**config.mk**
```make
export PLATFORM = sky130hd
export DESIGN_NAME = msk_rnd_gen
export DESIGN_NICKNAME = d
export VERILOG_FILES = /design/src/rtl/msk_rnd_pkg.sv /design/src/rtl/msk_xorshift128_lane.sv /design/src/rtl/msk_rnd_gen.sv
export SDC_FILE = /design/constraint.sdc
export NUM_CORES = 1
export LEC_CHECK = 0
export CORE_UTILIZATION = 56
export CTS_BUF_LIST = sky130_fd_sc_hd__clkbuf_8
export CTS_CLUSTER_SIZE = 28
export DETAILED_ROUTE_END_ITERATION = 8
export HOLD_SLACK_MARGIN = 0.02
export MAX_ROUTING_LAYER = met4
export PLACE_DENSITY = 0.78
export SLEW_MARGIN = 40
export SYNTH_ARGS = -nofsm -noshare
export SYNTH_HDL_FRONTEND = slang
export SYNTH_SLANG_ARGS = --single-unit
```
**constraint.sdc**
```tcl
create_clock -name clk -period 2.82 [get_ports clk]
set_input_delay 0.423 -clock clk [delete_from_list [all_inputs] [get_ports clk]]
set_output_delay 0.423 -clock clk [all_outputs]
set_load 0.01 [all_outputs]
```
**src/rtl/msk_rnd_pkg.sv**
```systemverilog
// ============================================================================
// Module   : msk_rnd_pkg
// Brief    : Shared types and constants for the masked-gadget randomness source
// Revision : 1.0 - initial release
// ============================================================================
`default_nettype none

package msk_rnd_pkg;

    typedef enum logic [1:0] {
        ST_IDLE = 2'd0,
        ST_SEED = 2'd1,
        ST_WARM = 2'd2,
        ST_RUN  = 2'd3
    } rnd_state_e;

    // Replaces w when a lane would otherwise be stuck in the all-zero state
    localparam logic [31:0] c_zero_fix = 32'h0000_0001;

    localparam int c_xs_shl_t = 11;
    localparam int c_xs_shr_w = 19;
    localparam int c_xs_shr_t = 8;

    function automatic int lanes(input int rnd_w);
        return (rnd_w + 31) / 32;
    endfunction

endpackage

`default_nettype wire

```
**src/rtl/msk_xorshift128_lane.sv**
```systemverilog
// ============================================================================
// Module   : msk_xorshift128_lane
// Brief    : One xorshift128 lane with word-serial load and zero-state guard
// Revision : 1.0 - initial release
// ============================================================================
`default_nettype none

module msk_xorshift128_lane
    import msk_rnd_pkg::*;
(
    input  logic        clk,
    input  logic        rst_n,
    input  logic        step,
    input  logic        load,
    input  logic [1:0]  load_sel,
    input  logic [31:0] load_data,
    input  logic        fix_zero,
    output logic [31:0] w
);

    logic [31:0] x_q, y_q, z_q, w_q;
    logic [31:0] x_d, y_d, z_d, w_d;
    logic [31:0] w_t;

    always_comb begin
        x_d = x_q;
        y_d = y_q;
        z_d = z_q;
        w_d = w_q;
        w_t = x_q ^ (x_q << c_xs_shl_t);
        if (load) begin
            case (load_sel)
                2'd0:    x_d = load_data;
                2'd1:    y_d = load_data;
                2'd2:    z_d = load_data;
                default: w_d = load_data;
            endcase
        end else if (step) begin
            x_d = y_q;
            y_d = z_q;
            z_d = w_q;
            w_d = w_q ^ (w_q >> c_xs_shr_w) ^ w_t ^ (w_t >> c_xs_shr_t);
        end
        // Guard looks at the post-load words so the final seed word is included
        if (fix_zero && ((x_d | y_d | z_d | w_d) == 32'd0)) begin
            w_d = c_zero_fix;
        end
    end

    always_ff @(posedge clk or negedge rst_n) begin
        if (!rst_n) begin
            x_q <= '0;
            y_q <= '0;
            z_q <= '0;
            w_q <= '0;
        end else begin
            x_q <= x_d;
            y_q <= y_d;
            z_q <= z_d;
            w_q <= w_d;
        end
    end

    assign w = w_q;

endmodule

`default_nettype wire

```
**src/rtl/msk_rnd_gen.sv**
```systemverilog
// ============================================================================
// Module   : msk_rnd_gen
// Brief    : Seeded xorshift128 randomness source feeding HPC2 gadget rnd inputs.
//            MSK_RND_ZERO_EN (debug only) forces rnd to zero.
// Revision : 1.0 - initial release
// ============================================================================
`default_nettype none

module msk_rnd_gen
    import msk_rnd_pkg::*;
#(
    parameter int d        = 2,
    parameter int NGADGETS = 1,
    parameter int WARMUP   = 16
) (
    input  logic                                clk,
    input  logic                                rst_n,
    input  logic [31:0]                         seed_data,
    input  logic                                seed_valid,
    output logic                                seed_ready,
    output logic [NGADGETS*d*(d-1)/2-1:0]       rnd,
    output logic                                rnd_valid,
    input  logic                                rnd_ready
);

    localparam int RND_W = NGADGETS * d * (d - 1) / 2;
    localparam int K     = lanes(RND_W);
    localparam int NSEED = 4 * K;
    localparam int CNT_W = $clog2(NSEED) + 1;

    rnd_state_e       state_q, state_d;
    logic [CNT_W-1:0] cnt_q, cnt_d;
    logic [7:0]       warm_q, warm_d;

    logic             w_seed_hs;
    logic             w_step;
    logic             w_fix_zero;
    logic [CNT_W-1:0] w_wr_idx;
    logic [K*32-1:0]  w_lanes;

    assign seed_ready = (state_q != ST_WARM);
    assign rnd_valid  = (state_q == ST_RUN);
    assign w_seed_hs  = seed_valid && seed_ready;
    assign w_wr_idx   = (state_q == ST_SEED) ? cnt_q : '0;

    always_comb begin
        state_d    = state_q;
        cnt_d      = cnt_q;
        warm_d     = warm_q;
        w_step     = 1'b0;
        w_fix_zero = 1'b0;
        case (state_q)
            ST_IDLE: begin
                if (w_seed_hs) begin
                    state_d = ST_SEED;
                    cnt_d   = CNT_W'(1);
                end
            end
            ST_SEED: begin
                if (w_seed_hs) begin
                    if (cnt_q == CNT_W'(NSEED - 1)) begin
                        state_d    = ST_WARM;
                        cnt_d      = '0;
                        w_fix_zero = 1'b1;
                    end else begin
                        cnt_d = cnt_q + 1'b1;
                    end
                end
            end
            ST_WARM: begin
                w_step = 1'b1;
                if (warm_q == 8'(WARMUP - 1)) begin
                    state_d = ST_RUN;
                    warm_d  = '0;
                end else begin
                    warm_d = warm_q + 8'd1;
                end
            end
            ST_RUN: begin
                // A reseed takes priority over the consumer; the lanes hold
                if (w_seed_hs) begin
                    state_d = ST_SEED;
                    cnt_d   = CNT_W'(1);
                end else begin
                    w_step = rnd_ready;
                end
            end
            default: state_d = ST_IDLE;
        endcase
    end

    always_ff @(posedge clk or negedge rst_n) begin
        if (!rst_n) begin
            state_q <= ST_IDLE;
            cnt_q   <= '0;
            warm_q  <= '0;
        end else begin
            state_q <= state_d;
            cnt_q   <= cnt_d;
            warm_q  <= warm_d;
        end
    end

    for (genvar gi = 0; gi < K; gi++) begin : g_lane
        logic w_load;
        assign w_load = w_seed_hs && (int'(w_wr_idx >> 2) == gi);

        msk_xorshift128_lane u_lane (
            .clk       (clk),
            .rst_n     (rst_n),
            .step      (w_step),
            .load      (w_load),
            .load_sel  (w_wr_idx[1:0]),
            .load_data (seed_data),
            .fix_zero  (w_fix_zero),
            .w         (w_lanes[gi*32 +: 32])
        );
    end

`ifdef MSK_RND_ZERO_EN
    logic w_unused_lanes;
    assign w_unused_lanes = ^w_lanes;
    assign rnd = '0;
`else
    assign rnd = w_lanes[RND_W-1:0];
    if (K * 32 > RND_W) begin : g_trim
        logic w_unused_hi;
        assign w_unused_hi = ^w_lanes[K*32-1:RND_W];
    end
`endif

endmodule

`default_nettype wire

```
Word level (Yosys, flattened, before mapping)
Index checks and enable logic that the tools add are counted.
{"block": "op_classes", "addsub": 2, "multipliers": 0, "n_div": 0, "magnitude_cmp": 0, "n_eq_ne": 12, "shift": 0, "mux": 29, "bitwise": 7, "n_reduce_logical": 12}
{"op": "$mux W32", "count": 13}
{"op": "$or A32 B32 Y32", "count": 3}
{"op": "$logic_not A32 Y1", "count": 2}
{"op": "$xor A32 B32 Y32", "count": 2}
{"op": "$xor A32 B13 Y32", "count": 1}
{"op": "$xor A32 B24 Y32", "count": 1}
{"op": "$mux W3", "count": 4}
{"op": "$add A8 B1 Y8 const B", "count": 1}
{"op": "$eq A8 B4 Y1 const B", "count": 1}
{"op": "$mux W2", "count": 4}
{"op": "$mux W8", "count": 1}
{"op": "$eq A2 B2 Y1 const B", "count": 3}
{"op": "$ne A2 B2 Y1 const B", "count": 3}
{"op": "$pmux W2 S3", "count": 1}
{"op": "$pmux W3 S2", "count": 1}
{"op": "$eq A2 B1 Y1 const B", "count": 2}
{"op": "$logic_not A2 Y1", "count": 2}
{"op": "$mux W1", "count": 4}
{"op": "$ne A2 B1 Y1 const B", "count": 2}
{"op": "$reduce_and A4 Y1", "count": 1}
{"op": "$add A3 B1 Y3 const B", "count": 1}
{"op": "$eq A3 B2 Y1 const B", "count": 1}
{"op": "$logic_and A1 B1 Y1", "count": 3}
{"op": "$reduce_and A3 Y1", "count": 1}
{"op": "other kinds (4)", "count": 4}
{"block": "totals", "regBits": 141, "latch_bits": 0, "ram_bits": 0, "romBits": 0, "output_inout_bits": 3, "mem_count": 0}

Depth between registers and ports, before layout
Gate-level depths: netlist (run 1).
{"block": "logic_depth", "word_depth": 12, "ltp_mapped": 14}

Cells and area by module
A second synthesis (run 1) with hierarchy kept.
{"block": "hier_totals", "cells_unflattened": 989, "area_unflattened_um2": 8634.5}
{"mod": "msk_xorshift128_lane", "instances": 1, "cells_per_inst": 914, "area_each_um2": 7860.0, "seq_area_each_um2": 3203.1}
{"mod": "msk_rnd_gen", "instances": 1, "cells_per_inst": 75, "area_each_um2": 774.5, "seq_area_each_um2": 325.3}

Least setup slack after synthesis (run 1)
Ideal clock, no wire load.
{"block": "synth_path", "kind": "reg-to-reg", "start": "reg state_q[0]", "end": "reg g_lane[0].u_lane.w_q[0]", "setup_ps": 76, "arrival_time_ps": 2776, "required_ps": 2744, "setup_slack_ps": -33, "stages_incl_launch_ff": 13, "synth_period_minus_slack_ps": 2853, "path_cell_list": "dfrtp_1 ha_1 and3b_1 buf_2 or2_1 buf_6 buf_6 a222oi_1 nand4_1 or4_1 nor4_1 nand4_1 o21ai_1"}
{"block": "synth_via", "elab_cells_between_ends": 34, "classes_between": "eq/ne: 6; mux: 18; bitwise: 3; reduce/logical: 7"}
{"item": "start: declaration", "line": "msk_rnd_gen.sv:31", "text": "rnd_state_e state_q, state_d;"}
{"item": "start signal: assignment", "line": "msk_rnd_gen.sv:98", "text": "state_q <= state_d;"}
{"item": "$eq A2 B2 Y1 *"}
{"item": "named net rnd_valid", "line": "msk_rnd_gen.sv:22", "text": "output logic rnd_valid,"}
{"item": "$pmux W1 S2 *", "line": "msk_rnd_gen.sv:52", "text": "case (state_q)"}
{"item": "$mux W32", "line": "msk_xorshift128_lane.sv:38", "text": "end else if (step) begin"}
{"item": "$mux W32", "line": "msk_xorshift128_lane.sv:31", "text": "if (load) begin"}
{"item": "$or A32 B32 Y32 (3 in series)", "line": "msk_xorshift128_lane.sv:45", "text": "if (fix_zero && ((x_d | y_d | z_d | w_d) == 32'd0)) begin"}
{"item": "$logic_not A32 Y1", "line": "msk_xorshift128_lane.sv:45"}
{"item": "$logic_and A1 B1 Y1", "line": "msk_xorshift128_lane.sv:45"}
{"item": "$mux W32 *", "line": "msk_xorshift128_lane.sv:45"}
{"item": "named net g_lane[0].u_lane.w_d[0]", "line": "msk_xorshift128_lane.sv:22", "text": "logic [31:0] x_d, y_d, z_d, w_d;"}
{"item": "end signal: assignment", "line": "msk_xorshift128_lane.sv:60", "text": "w_q <= w_d;"}
{"item": "end: declaration", "line": "msk_xorshift128_lane.sv:21", "text": "logic [31:0] x_q, y_q, z_q, w_q;"}
Mark *: on every way through the listed nets, which the timed path passes. The rest lies on a longest branch.
A chain may end at the register's enable or synchronous reset.

Final worst setup path (run 1)
{"block": "layout_path", "start": "reg state_q[0]", "end": "reg g_lane[0].u_lane.w_q[0]"}
{"block": "layout_via", "elab_chain_len": 12, "elab_cells_between_ends": 34, "classes_between": "eq/ne: 6; mux: 18; bitwise: 3; reduce/logical: 7"}
{"item": "$ne A2 B2 Y1", "line": "msk_rnd_gen.sv:41", "text": "assign seed_ready = (state_q != ST_WARM);"}
{"item": "$logic_and A1 B1 Y1", "line": "msk_rnd_gen.sv:43", "text": "assign w_seed_hs = seed_valid && seed_ready;"}
{"item": "$mux W1", "line": "msk_rnd_gen.sv:81", "text": "if (w_seed_hs) begin"}
{"item": "$pmux W1 S2", "line": "msk_rnd_gen.sv:52"}
{"item": "$mux W32", "line": "msk_xorshift128_lane.sv:38"}
{"item": "$mux W32 *", "line": "msk_xorshift128_lane.sv:31"}
{"item": "named net g_lane[0].u_lane.y_d[7]", "line": "msk_xorshift128_lane.sv:22"}
{"item": "$or A32 B32 Y32 * (3 in series)", "line": "msk_xorshift128_lane.sv:45"}
{"item": "$logic_not A32 Y1 *", "line": "msk_xorshift128_lane.sv:45"}
{"item": "$logic_and A1 B1 Y1 *", "line": "msk_xorshift128_lane.sv:45"}
{"item": "$mux W32 *", "line": "msk_xorshift128_lane.sv:45"}
{"item": "named net g_lane[0].u_lane.w_d[0]", "line": "msk_xorshift128_lane.sv:22"}
Marked as above.

==> impl_metrics.py, run 1 <==
metrics = {
    "route": {
        "highest-signal-layer": "met4",
        "via_per_inst": 7.28,
        "drt_drc_violations_left": 1,
        "1st_iter_drt_viols": 1715,
        "detailroute.wirelength.met2_um": 13600,
        "drt-met1-wl_um": 11200,
        "routed_wl_um": 31500,
        "drt-wirelength-per-cell_um": 28.9,
        "routed-wl-met3_um": 4550,
        "drt-pass1-iter-count": 9,
        "num_vias": 7916,
        "residual_antenna_violating_net_count_after_detailed_routing": 0,
    },
    "power": {
        "p_leak_uw": 0.00458,
        "overall_power_consumption_uw": 15200,
        "share_comb_of_total_power_pct": 62.5,
        "switching_power_uw": 6930,
        "power_frac_clock_pct": 10.9,
        "power.switching_fraction_pct": 45.5,
        "irDropWorstVdd_v": 0.000929,
        "internal-power_uw": 8290,
        "cellPowerDensity_nw_per_um2": 1520,
        "seq_power_share_pct": 26.6,
    },
    "timing": {
        "grt_setup_unrepaired": "yes",
        "finalCriticalPeriod_ns": 3.21,
        "timing_worst_slew_pin_value_ns": 0.731,
        "final-hold-violation-count": 0,
        "timing.max_slew.rel_slack_pct": 51.1,
        "max_freq_mhz": 311,
        "slew_violations": 0,
        "final.setup.worst_slack_ns": -0.391,
        "finClkSkew_ns": 0.0163,
        "finalSetupViolations": 1,
        "fin_tns_setup_ns": -0.391,
        "holdWs_ns": 0.479,
        "post-route-period-util_pct": 114,
    },
    "global_route": {
        "grt_util_all_layers_pct": 48.5,
        "pin_count_of_the_biggest_net_entering_global_routing": 62,
        "grt.overflow.total": 0,
        "grt_pass1_vias": 7200,
        "first_pass_grt_wire_length_um": 45000,
        "initial_antenna_violation_count": 0,
    },
    "synth": {
        "synth.top_cell.area_share_pct": 47.7,
        "synth-async-reset-ratio_pct": 100,
        "ys_ff_latch": 141,
        "synth_area_per_inst_um2": 10.5,
        "post_synth_inst_count": 702,
        "yosys.cell_count.top_type": "sky130_fd_sc_hd__dfrtp_1",
        "synth_top_flop_cell": "sky130_fd_sc_hd__dfrtp_1",
        "syn_area_um2": 7390,
        "synth_commonest_cells": "sky130_fd_sc_hd__dfrtp_1, sky130_fd_sc_hd__inv_1, sky130_fd_sc_hd__a222oi_1",
        "synth.top_cells.by_area": "sky130_fd_sc_hd__dfrtp_1, sky130_fd_sc_hd__a222oi_1, sky130_fd_sc_hd__a221o_1",
        "synth_fp_nets": 743,
        "synth.largest_area_cell": "sky130_fd_sc_hd__dfrtp_1",
        "synth-seq-area-share_pct": 47.7,
        "synth-warning-count": 0,
        "synth_edf_count": 0,
        "synthDistinctLibCells": 58,
    },
    "critical_path": {
        "critPathKind": "reg2reg",
        "worst-endpoint-arrival_ns": 3.60,
        "cp-start-kind": "flip-flop",
        "worst-path-max-fanout": 6,
        "cp_data_required_time_ns": 3.20,
        "critPathCaptureType": "flip-flop",
    },
    "clock_tree": {
        "cts-root-buf": "sky130_fd_sc_hd__clkbuf_8",
        "cts_clock_pin_slew_for_the_worst_setup_and_hold_paths_ns": 0.08,
        "worstSkewPairLatency_ns": 0.47,
        "cts-root-to-sink-buffers": 2,
        "cts_buffers": 17,
        "cts_sinks": 141,
        "number_of_h_tree_levels": 4,
        "clock_tree_from_tritoncts": "built",
    },
    "placement": {
        "io_buffers": 38,
        "place.gp.congestion": 1.03,
        "dp_hpwl_um": 21700,
    },
    "flow_run": {
        "max_cap_violations": 0,
    },
    "floorplanning": {
        "i_o_pin_cnt": 39,
        "placeableCoreArea_um2": 12700,
        "placement_rows": 41,
        "die_width_um": 117,
        "die_area_um2": 13700,
        "floorplan.die.height_um": 117,
        "start_util_pct": 58.1,
    },
    "final_layout": {
        "layout.area.seq_um2": 3530,
        "antenna_cells_inserted": 0,
        "filler_cell_count": 812,
        "post_route_cells_drive_above_1_share_pct": 30.0,
        "syn_to_final_growth_pct": 35.8,
        "multi_input_comb_area_um2": 3660,
        "fin_nets": 944,
        "post-route-util_pct": 78.9,
    },
    "run_status": {
        "failed_checks": "design-rule violations, negative setup slack",
        "status": "finished with violations",
    },
    "min_path": {
        "worst_hold_path_type": "reg2reg",
    },
}
## cells in the final DEF, fill, tap and decap left out, types with 12 or more instances in the layout
cell	count
sky130_fd_sc_hd__a222oi_1	51
sky130_fd_sc_hd__nor2_1	30
sky130_fd_sc_hd__nand3_1	17
sky130_fd_sc_hd__o21a_1	33
sky130_fd_sc_hd__clkdlybuf4s50_1	37
sky130_fd_sc_hd__o21ai_0	13
sky130_fd_sc_hd__and3_1	12
sky130_fd_sc_hd__dfrtp_1	139
sky130_fd_sc_hd__nand4_1	14
sky130_fd_sc_hd__nand2_1	24
sky130_fd_sc_hd__a221o_1	40
sky130_fd_sc_hd__clkbuf_8	17
sky130_fd_sc_hd__xor2_1	19
sky130_fd_sc_hd__inv_1	59
sky130_fd_sc_hd__xnor2_1	45
sky130_fd_sc_hd__buf_4	173
sky130_fd_sc_hd__a21oi_1	20
## power groups by stage
stage	combinational [uW]	clock, uW	sequential (uW)
finish	9520	1650	4050
global route	9820	1710	4080
CTS	8820	1630	3960
detailed placement	8110	0	3950
global placement	7890	0	3930
floorplan	4680	0	3580
## final timing paths
path	startpoint	endpoint	slack [ns]	cells after the start
max	state_q[0]	g_lane[0].u_lane.w[0]	-0.39	13
min	warm_q[7]	warm_q[7]	0.48	1
max in group asynchronous	rst_n	g_lane[0].u_lane.w[0]	1.53	3
max reg2reg	state_q[0]	g_lane[0].u_lane.w[0]	-0.39	13
min in group asynchronous	rst_n	warm_q[6]	0.53	2
min reg2reg	warm_q[7]	warm_q[7]	0.48	1
## logic make-up after synthesis
kind of cell               Yosys count  synth area share [%]
AOI/OAI and AO/OA                  216                  24.6
xor gates and xnor gates            69                  9.10
adders and majority gates            5                 0.846
buffers and inverters              111                  5.96
DFF                                141                  47.7
muxes                                3                 0.423
and+or+nand+nor                    157                  11.4
## sequential cells by signal (all words and copies together) (netlist names)
| register | flops |
|---|---|
| g_lane.u_lane.w | 32 |
| warm_q | 8 |
| g_lane.u_lane.z_q | 32 |
| g_lane.u_lane.y_q | 32 |
| cnt_q | 3 |
| state_q | 2 |
| g_lane.u_lane.x_q | 32 |
## metrics by stage
step           cells  cell area, um2  worst slack (ns)
5_1_grt         1088           10000            -0.539
6_report        1088           10000            -0.391
3_5_place_dp    1020            9110             -1.06
4_1_cts         1078            9890            -0.334
3_3_place_gp    1019            9100             -1.20
2_1_floorplan    702            7400          -0.00131
## layer usage
layer  global-route usage, %  up-vias
met5                       -        -
met4                    24.6        0
met3                    15.8      188
met2                    70.9      787
met1                    60.3     3815
li1                        -     3126
## worst max-delay path, cell delays in order, from the launching register on
cell,delay (ns)
sky130_fd_sc_hd__dfrtp_2,0.47
sky130_fd_sc_hd__inv_2,0.09
sky130_fd_sc_hd__ha_4,0.16
sky130_fd_sc_hd__and3b_2,0.25
sky130_fd_sc_hd__and2_4,0.16
sky130_fd_sc_hd__buf_6,0.14
sky130_fd_sc_hd__buf_8,0.13
sky130_fd_sc_hd__a221o_1,0.37
sky130_fd_sc_hd__nor4_4,0.37
sky130_fd_sc_hd__buf_4,0.18
sky130_fd_sc_hd__nand4_1,0.17
sky130_fd_sc_hd__nor4b_2,0.27
sky130_fd_sc_hd__nand4b_1,0.17
sky130_fd_sc_hd__o21ai_2,0.20
## cell type report
class                   count  share of cell area, %
clock inverters            15                   1.46
repair buffers            231                   20.1
flip-flops and latches    141                   35.2
clock buffers              17                   2.33
inverters                  62                   2.32
multi-input cells         450                   36.4
well taps                 172                   2.14
## timing repair
| item | CTS | global route |
|---|---|---|
| setup endpoints to repair | 1 | 2 |
| hold buffers | 1 | 0 |
| setup buffers | 22 | 10 |
| endpoints found under the hold margin | 58 | 0 |
| gates cloned | 3 | 0 |
| resized for setup | 35 | 17 |
| pin swaps | 25 | 20 |
No activity file was read; power rests on OpenSTA's default activity.
==> run 2: changes to the inputs <==
- ABC_CLOCK_PERIOD_IN_PS: not set -> 2820
==> results of run 2 <==
No change in the layout: final DEF, timing and power equal those of run 1.
==> run 3: changes to the inputs <==
- GPL_ROUTABILITY_DRIVEN: not set -> 0
- SKIP_CTS_REPAIR_TIMING: not set -> 1
==> run 3 against run 2 <==
Compared with the run above:
- the flow finishes with violations (negative setup slack)
- sequential share of layout area grew 0.56 points
- sequential power is essentially flat
- setup slack better by 0.041 ns
==> impl_metrics.py, run 3 (same netlist as run 1, synthesis figures left out) <==
metrics = {
    "clock_tree": {
        "clock_tree_from_tritoncts": "built",
        "number_of_h_tree_levels": 4,
        "cts-root-to-sink-buffers": 2,
        "cts_clock_pin_slew_for_the_worst_setup_and_hold_paths_ns": 0.08,
        "cts_buffers": 17,
        "cts_sinks": 141,
        "worstSkewPairLatency_ns": 0.47,
        "cts-root-buf": "sky130_fd_sc_hd__clkbuf_8",
    },
    "global_route": {
        "grt_pass1_vias": 7186,
        "grtUsageMet2_pct": 61.1,
        "first_pass_grt_wire_length_um": 40100,
        "pin_count_of_the_biggest_net_entering_global_routing": 51,
        "grt.overflow.total": 0,
        "grt_use_met1_pct": 52.4,
        "busiest_layer": "met2",
        "initial_antenna_violation_count": 0,
        "grt_util_all_layers_pct": 42.1,
        "groute.layer.met3.usage_pct": 11.7,
    },
    "timing": {
        "max_freq_mhz": 315,
        "finClkSkew_ns": 0.0109,
        "grt_setup_unrepaired": "yes",
        "holdWs_ns": 0.470,
        "timing.max_slew.rel_slack_pct": 48.0,
        "final-hold-violation-count": 0,
        "final.setup.worst_slack_ns": -0.350,
        "finalCriticalPeriod_ns": 3.17,
        "post-route-period-util_pct": 112,
        "finalSetupViolations": 1,
        "slew_violations": 0,
        "timing_worst_slew_pin_value_ns": 0.778,
    },
    "critical_path": {
        "worst-endpoint-arrival_ns": 3.57,
        "r2r_start": "state_q[1]",
        "r2r_cells": 12,
        "regToRegEndpoint": "g_lane[0].u_lane.w[0]",
        "critPathKind": "reg2reg",
        "worst-r2r-setup-slack_ns": -0.35,
        "critPathCaptureType": "flip-flop",
        "worst-path-max-fanout": 9,
        "cp-start-kind": "flip-flop",
        "cp_data_required_time_ns": 3.22,
    },
    "power": {
        "cellPowerDensity_nw_per_um2": 1530,
        "overall_power_consumption_uw": 15100,
        "irDropWorstVdd_v": 0.000722,
        "p_leak_uw": 0.00449,
    },
    "placement": {
        "dp_hpwl_um": 19700,
        "placement.cell_area_um2": 9010,
        "io_buffers": 38,
    },
    "route": {
        "residual_antenna_violating_net_count_after_detailed_routing": 0,
        "drt-wirelength-per-cell_um": 27.0,
        "drt_drc_violations_left": 0,
        "drt-pass1-iter-count": 9,
        "via_per_inst": 7.22,
        "num_vias": 7715,
        "routed_wl_um": 28800,
        "1st_iter_drt_viols": 1901,
    },
    "flow_run": {
        "max_cap_violations": 0,
    },
    "run_status": {
        "failed_checks": "negative setup slack",
        "status": "finished with violations",
    },
    "floorplanning": {
        "i_o_pin_cnt": 39,
        "die_width_um": 117,
        "placeableCoreArea_um2": 12700,
        "die_area_um2": 13700,
        "floorplan.die.height_um": 117,
        "start_util_pct": 58.1,
        "placement_rows": 41,
    },
    "min_path": {
        "worst_hold_path_type": "in2async",
    },
    "final_layout": {
        "filler_cell_count": 805,
        "layout.cells.most_common": "sky130_fd_sc_hd__buf_4",
        "post_route_cells_drive_above_1_share_pct": 27.8,
        "post-route-cell-area_um2": 9880,
        "fin_nets": 925,
        "syn_to_final_growth_pct": 33.7,
        "layout.cells.most_common_list": "sky130_fd_sc_hd__buf_4, sky130_fd_sc_hd__dfrtp_1, sky130_fd_sc_hd__inv_1",
        "antenna_cells_inserted": 0,
    },
}
==> run 3: worst max-delay path by stage <==
stage / slack (ns) / depth (start not counted) / end / from
after floorplan: -0.001 / 13 / g_lane[0].u_lane.w[0] / state_q[0]
final: -0.35 / 12 / g_lane[0].u_lane.w[0] / state_q[1]
after global placement: -0.73 / 10 / g_lane[0].u_lane.w[0] / seed_valid
after CTS: -0.53 / 12 / g_lane[0].u_lane.w[0] / state_q[1]
after global routing: -0.39 / 11 / g_lane[0].u_lane.w[0] / state_q[1]
after detailed placement: -0.82 / 12 / g_lane[0].u_lane.w[0] / seed_valid
==> run 3: power breakdown <==
group | total [uW] | internal [uW] | switching [uW]
Clock | 1740 | 934 | 808
Sequential | 4020 | 3000 | 1020
Combinational | 9330 | 4410 | 4920
Total | 15100 | 8340 | 6750
==> run 3: critical path, cell delays in order, from the launching register on <==
cell                       delay, ns
sky130_fd_sc_hd__dfrtp_2        0.44
sky130_fd_sc_hd__ha_4           0.17
sky130_fd_sc_hd__and3b_2        0.23
sky130_fd_sc_hd__buf_6          0.16
sky130_fd_sc_hd__a211oi_4       0.08
sky130_fd_sc_hd__buf_12         0.18
sky130_fd_sc_hd__buf_4          0.17
sky130_fd_sc_hd__a221o_1        0.50
sky130_fd_sc_hd__nor4_1         0.39
sky130_fd_sc_hd__nand4_1        0.21
sky130_fd_sc_hd__nor4_2         0.27
sky130_fd_sc_hd__nand4_1        0.14
sky130_fd_sc_hd__o21ai_1        0.15
==> run 3: layout make-up <==
type	instances	area (um2)	share of cell area (%)
multi-input cells	451	3640	36.8
flip-flops and latches	141	3530	35.7
repair buffers	211	1850	18.7
clock buffers	20	275	2.78
inverters	62	233	2.35
well taps	172	215	2.18
clock inverters	11	141	1.43
==> run 3: metal layers <==
metal,vias up,share of wire [%]
li1,3079,-
met5,-,0
met2,810,43
met1,3605,35
met3,221,15
met4,0,7.8
==> run 3: per-stage QoR <==
step / setup WS [ns] / TNS (ns) / utilization [%] / cells
floorplan: -0.00131 / -0.00131 / - / 702
global placement: -0.727 / -0.815 / 70.8 / 1007
detailed placement: -0.824 / -0.926 / 70.8 / 1008
CTS: -0.525 / -0.525 / 74.1 / 1039
global route: -0.386 / -0.386 / 77.7 / 1068
finish: -0.350 / -0.350 / 77.7 / 1068
